`src/rtl/mem_responder.sv`:
```
// Single-outstanding memory/IO responder: routes CPU requests to block RAM or to a small IO register file.
// Latency: 1 cycle for writes and IO reads, RAM_LAT+1 for RAM reads; req_ready is low whenever a request is in flight.
module mem_responder #(
    parameter int             DW      = 16,
    parameter int             AW      = 16,
    parameter int             RAM_LAT = 1,
    parameter logic [AW-1:0]  IO_BASE = 16'hFFF0
) (
    input  logic          clk,
    input  logic          rst,
    input  logic          req_valid,
    input  logic          req_we,
    input  logic [AW-1:0] req_addr,
    input  logic [DW-1:0] req_wdata,
    output logic          req_ready,
    output logic          resp_valid,
    output logic [DW-1:0] resp_rdata,
    output logic [AW-1:0] ram_addr,
    output logic          ram_we,
    output logic [DW-1:0] ram_wdata,
    input  logic [DW-1:0] ram_rdata,
    input  logic [15:0]   sw_in,
    output logic [15:0]   led_out
);

    localparam int CW = (RAM_LAT > 1) ? $clog2(RAM_LAT) : 1;

    typedef enum logic [1:0] {IDLE, RAM_RD, RESP} state_t;

    state_t          state_q, state_d;
    logic [CW-1:0]   cnt_q;
    logic [AW-1:0]   addr_q;
    logic [15:0]     sw_meta, sw_sync;
    logic [15:0]     timer_q;
    logic [15:0]     scratch_q;
    logic [15:0]     io_rdata;
    logic [15:0]     io_wdata;
    logic [3:0]      io_idx;
    logic            accept;
    logic            io_hit;
    logic            io_wr;

    assign accept   = req_valid && (state_q == IDLE);
    assign io_hit   = (req_addr[AW-1:4] == IO_BASE[AW-1:4]);
    assign io_idx   = req_addr[3:0];
    assign io_wdata = req_wdata[15:0];
    assign io_wr    = accept && req_we && io_hit;

    assign req_ready  = (state_q == IDLE);
    assign resp_valid = (state_q == RESP);
    assign ram_addr   = (state_q == IDLE) ? req_addr : addr_q;
    assign ram_wdata  = req_wdata;
    assign ram_we     = accept && req_we && !io_hit;

    always_comb begin
        state_d = state_q;
        case (state_q)
            IDLE:    if (accept) state_d = (!req_we && !io_hit) ? RAM_RD : RESP;
            RAM_RD:  if (cnt_q == '0) state_d = RESP;
            RESP:    state_d = IDLE;
            default: state_d = IDLE;
        endcase
    end

    always_comb begin
        io_rdata = 16'h0000;
        case (io_idx)
            4'd0:    io_rdata = led_out;
            4'd1:    io_rdata = sw_sync;
            4'd2:    io_rdata = timer_q;
            4'd3:    io_rdata = scratch_q;
            default: io_rdata = 16'h0000;
        endcase
    end

    always_ff @(posedge clk or posedge rst) begin
        if (rst) begin
            state_q    <= IDLE;
            cnt_q      <= '0;
            addr_q     <= '0;
            resp_rdata <= '0;
        end else begin
            state_q <= state_d;
            if (accept) begin
                addr_q <= req_addr;
                if (!req_we && !io_hit) cnt_q <= CW'(RAM_LAT - 1);
                if (req_we)      resp_rdata <= '0;
                else if (io_hit) resp_rdata <= DW'(io_rdata);
            end else if (state_q == RAM_RD) begin
                if (cnt_q == '0) resp_rdata <= ram_rdata;
                else             cnt_q      <= cnt_q - 1'b1;
            end
        end
    end

    // The write lands together with that cycle's tick, so the following cycle reads wdata+1.
    always_ff @(posedge clk or posedge rst) begin
        if (rst) begin
            sw_meta   <= 16'h0000;
            sw_sync   <= 16'h0000;
            timer_q   <= 16'h0000;
            led_out   <= 16'h0000;
            scratch_q <= 16'h0000;
        end else begin
            sw_meta <= sw_in;
            sw_sync <= sw_meta;
            if (io_wr && io_idx == 4'd2) timer_q <= io_wdata + 16'd1;
            else                         timer_q <= timer_q + 16'd1;
            if (io_wr && io_idx == 4'd0) led_out   <= io_wdata;
            if (io_wr && io_idx == 4'd3) scratch_q <= io_wdata;
        end
    end

endmodule

```
`config.mk`:
```
export PLATFORM = sky130hd
export DESIGN_NAME = mem_responder
export DESIGN_NICKNAME = d
export VERILOG_FILES = /design/src/rtl/mem_responder.sv
export SDC_FILE = /design/constraint.sdc
export NUM_CORES = 1
export LEC_CHECK = 0
export CELL_PAD_IN_SITES_DETAIL_PLACEMENT = 1
export CELL_PAD_IN_SITES_GLOBAL_PLACEMENT = 1
export CORE_ASPECT_RATIO = 0.5
export CORE_MARGIN = 1
export CORE_UTILIZATION = 35
export DETAILED_ROUTE_END_ITERATION = 8
export HOLD_SLACK_MARGIN = 0.15
export PLACE_DENSITY_LB_ADDON = 0.1
export REMOVE_ABC_BUFFERS = 1
export SYNTH_ARGS = -nofsm -noshare
export SYNTH_HDL_FRONTEND = slang
export SYNTH_SLANG_ARGS = --single-unit
```
`constraint.sdc`:
```
create_clock -name clk -period 3.66 [get_ports clk]
set_input_delay 0.732 -clock clk [delete_from_list [all_inputs] [get_ports clk]]
set_output_delay 0.732 -clock clk [all_outputs]
set_load 0.1 [all_outputs]
```
==> results_dict.tcl <==
set metrics [dict create \
    status "completed" \
    rrSetupSlack_ps 1100 \
    r2r_cells 11 \
    yosys_warnings 0 \
    synthToLayoutAreaGrowth_pct 38.84 \
    seq_area_sq_um 2853 \
    whs_path_depth 0 \
    cts.path.max_buffers 2 \
    firstDrtPassIters 4 \
    setup_viol_count_final 0 \
    p_int_w 0.002798 \
    dieArea_sq_um 15810 \
    initial_core_util 0.3639 \
    finalHoldViolCount 0 \
    min_period_ps 3176 \
    clkLatencyLatePin_ps 410 \
    crit_type "input pin to register" \
    rsz0062_at_grt "no" \
    grt-ovfl-total 0 \
    cp.arrival_ps 3460 \
    fin_util 0.5053 \
    grt_use_total 0.2077 \
    dieHeight_um 89.43 \
    grt_max_degree 48 \
    timing.final.crit_share 0.8679 \
    finalClockSkew_ps 9.801 \
    synth-edff-count 0 \
    ant_nets 0 \
    synthFlopType "dfrtp_1" \
    synthesis.area_sq_um 5350 \
    setup.worst_path.start "req_addr[6]" \
    layout.nets 672 \
    crit_path_start_kind "input pin" \
    critPathCaptureType "register" \
    synthTopCellsByArea "dfrtp_1 53%, mux2_2 13%, nand2_1 5.6%" \
    hold_path_startpoint "sw_meta[10]$_DFF_PP0_" \
    seqPwrFrac 0.326 \
    reg2reg_to "timer_q[10]$_DFF_PP0_" \
    slew_headroom 0.1674 \
    clkTransAtPathRegs_ps 60 \
    globalplace.congestion 0.8391 \
    fp-row-count 31 \
    routed_wl_um 15370 \
    post_synth.cell_area_avg_sq_um 11.41 \
    core_area_sq_um 14700 \
    cts_tree "built" \
    fill_cells 1546 \
    io_buffers 134 \
    route.detailed.drc 0 \
    hp-class "register to register" \
    cap_violations 0 \
    ir_drop_uv 303.1 \
    yosysTopAreaCell "dfrtp_1" \
    fmax_mhz 314.8 \
    die_w_um 176.9 \
    num_vias 4163 \
    cts_resized 0 \
    crit_fanout 4 \
    p_comb_frac 0.272 \
    numCtsBuffers 17 \
    syn_inst 469 \
    hold_path_end "sw_sync[10]$_DFF_PP0_" \
    cts_hold_buf 0 \
    h-tree-depth 4 \
    worst_pin_slew_ps 1244 \
    critical_path_required_ps 3940 \
    clkPwrFrac 0.402 \
    slew_viol_final 0 \
    cts.sinks 114 \
    grt_pass1_wl_um 24410 \
    p_per_area_nw_per_um2 589.0 \
    layout-drive-gt1-share 0.2711 \
    ys_ff_latch 114 \
    drtIter0Drc 176 \
    synth.distinct_cells 41 \
    via_per_inst 5.114 \
    rr_startpoint "state_q[0]$_DFFE_PP0P_" \
    p_sw_frac 0.3604 \
    yosysSeqAreaShare 0.5332 \
    wl_per_cell_um 18.89 \
    dp_hpwl_um 10660 \
    cts_root_buf "clkbuf_16" \
    synth_top_area_frac 0.5332 \
    multi_input_area_sq_um 2251 \
    synthArstFlopShare 1.000 \
    grt_pass1_vias 4235 \
    io_pins 135 \
    p_leak_nw 3.342 \
    final.setup.tns_ps 0 \
    antenna_found_initial 0 \
    power.switching_w 0.001577 \
    antenna_cells 0 \
    postCtsSetupRepairBufs 0 \
]
==> synthesized netlist by cell type, types with 7 or more instances <==
master,instances
dfrtp_1,114
nand2_1,80
mux2_2,64
a221oi_1,16
a22o_1,16
buf_4,16
o21ai_0,16
nand3_1,15
nor2_1,15
xor2_1,13
clkbuf_1,12
nand4_1,11
a21oi_1,10
mux2i_1,9
xnor2_1,9
nor3_1,8
buf_2,7
==> flip-flops by register name (all words and copies together) (netlist names) <==
name / flops
state_q: 2
sw_meta: 16
scratch_q: 16
timer_q: 16
addr_q: 16
resp_rdata: 16
led_out: 16
sw_sync: 16
==> worst max path at each step <==
stage,endpoint,slack [ps],cells after the start
finish,timer_q[10]$_DFF_PP0_,480,12
detailed placement,timer_q[10]$_DFF_PP0_,90,12
global route,timer_q[10]$_DFF_PP0_,260,12
global placement,timer_q[10]$_DFF_PP0_,250,12
floorplan,timer_q[10]$_DFF_PP0_,-590,11
CTS,timer_q[10]$_DFF_PP0_,510,12
==> per-layer routing <==
metal | up-vias | GRT usage | routed length (um)
li1 | 1932 | - | -
met1 | 2117 | 0.3058 | 8041
met2 | 100 | 0.3037 | 6487
met3 | 14 | 0.04464 | 696
met4 | 0 | 0.06426 | 147
met5 | - | 0 | 0
==> stage by stage <==
stage | std cells | setup slack [ps] | hold slack (ps) | power (W) | area [sq um]
after global routing | 814 | 258.0 | 350.5 | 0.004531 | 7428
after detailed placement | 782 | 89.14 | 335.8 | 0.002644 | 6802
after floorplan | 429 | -588.3 | 331.2 | 0.002226 | 5101
after global placement | 782 | 250.4 | 334.1 | 0.002634 | 6802
final | 814 | 483.6 | 345.2 | 0.004375 | 7428
after CTS | 814 | 505.8 | 341.3 | 0.004412 | 7428
==> power groups by stage <==
stage	clock network [W]	registers (W)	logic (W)
after detailed placement	0	0.00145	0.00120
after floorplan	0	0.00177	0.000457
after global routing	0.00185	0.00144	0.00124
after global placement	0	0.00144	0.00119
after CTS	0.00179	0.00143	0.00120
final	0.00176	0.00142	0.00119
==> critical path, cell delays in order <==
cell and delay (ps):
clkdlybuf4s50_1 510, nand4_1 230, or3_1 540, nor2_1 220, nand2_1 80, nand2_1 80, ha_1 150, and4_1 220
nand4_1 120, nor3_1 260, o22ai_1 150, xor2_1 170
==> cell type report <==
cell class / instances / area share
clock buffer: 19 / 0.06097
clock inverter: 13 / 0.02341
inverter: 3 / 0.001853
multi-input combinational: 312 / 0.3030
sequential: 114 / 0.3840
tap: 198 / 0.03335
timing repair buffer: 155 / 0.1934
==> cell usage in the layout, fill, tap and decap left out, drive strengths merged, types with 2 or more instances in the layout <==
| cell type | Yosys | routed |
|---|---|---|
| a21oi | 11 | 11 |
| a221oi | 16 | 16 |
| a22o | 16 | 16 |
| and3 | 2 | 2 |
| and4 | 2 | 2 |
| buf | 28 | 56 |
| bufinv | 0 | 3 |
| clkbuf | 12 | 19 |
| clkdlybuf4s50 | 0 | 99 |
| clkinv | 0 | 2 |
| clkinvlp | 0 | 3 |
| dfrtp | 114 | 114 |
| inv | 3 | 8 |
| mux2 | 64 | 64 |
| mux2i | 9 | 9 |
| nand2 | 82 | 82 |
| nand3 | 15 | 15 |
| nand4 | 13 | 13 |
| nor2 | 16 | 16 |
| nor3 | 10 | 10 |
| nor4 | 5 | 5 |
| nor4b | 2 | 2 |
| o21ai | 18 | 18 |
| or3 | 2 | 2 |
| xnor2 | 9 | 9 |
| xor2 | 13 | 13 |
==> logic make-up after synthesis <==
group | after synthesis | synth area share
AOI/OAI and AO/OA | 63 | 0.08326
and+or+nand+nor | 153 | 0.1450
DFF | 114 | 0.5332
buffers and inverters | 43 | 0.04864
adders and majority gates | 1 | 0.002338
xor gates and xnor gates | 22 | 0.03602
muxes | 73 | 0.1515
No activity file was read; power rests on OpenSTA's default activity.
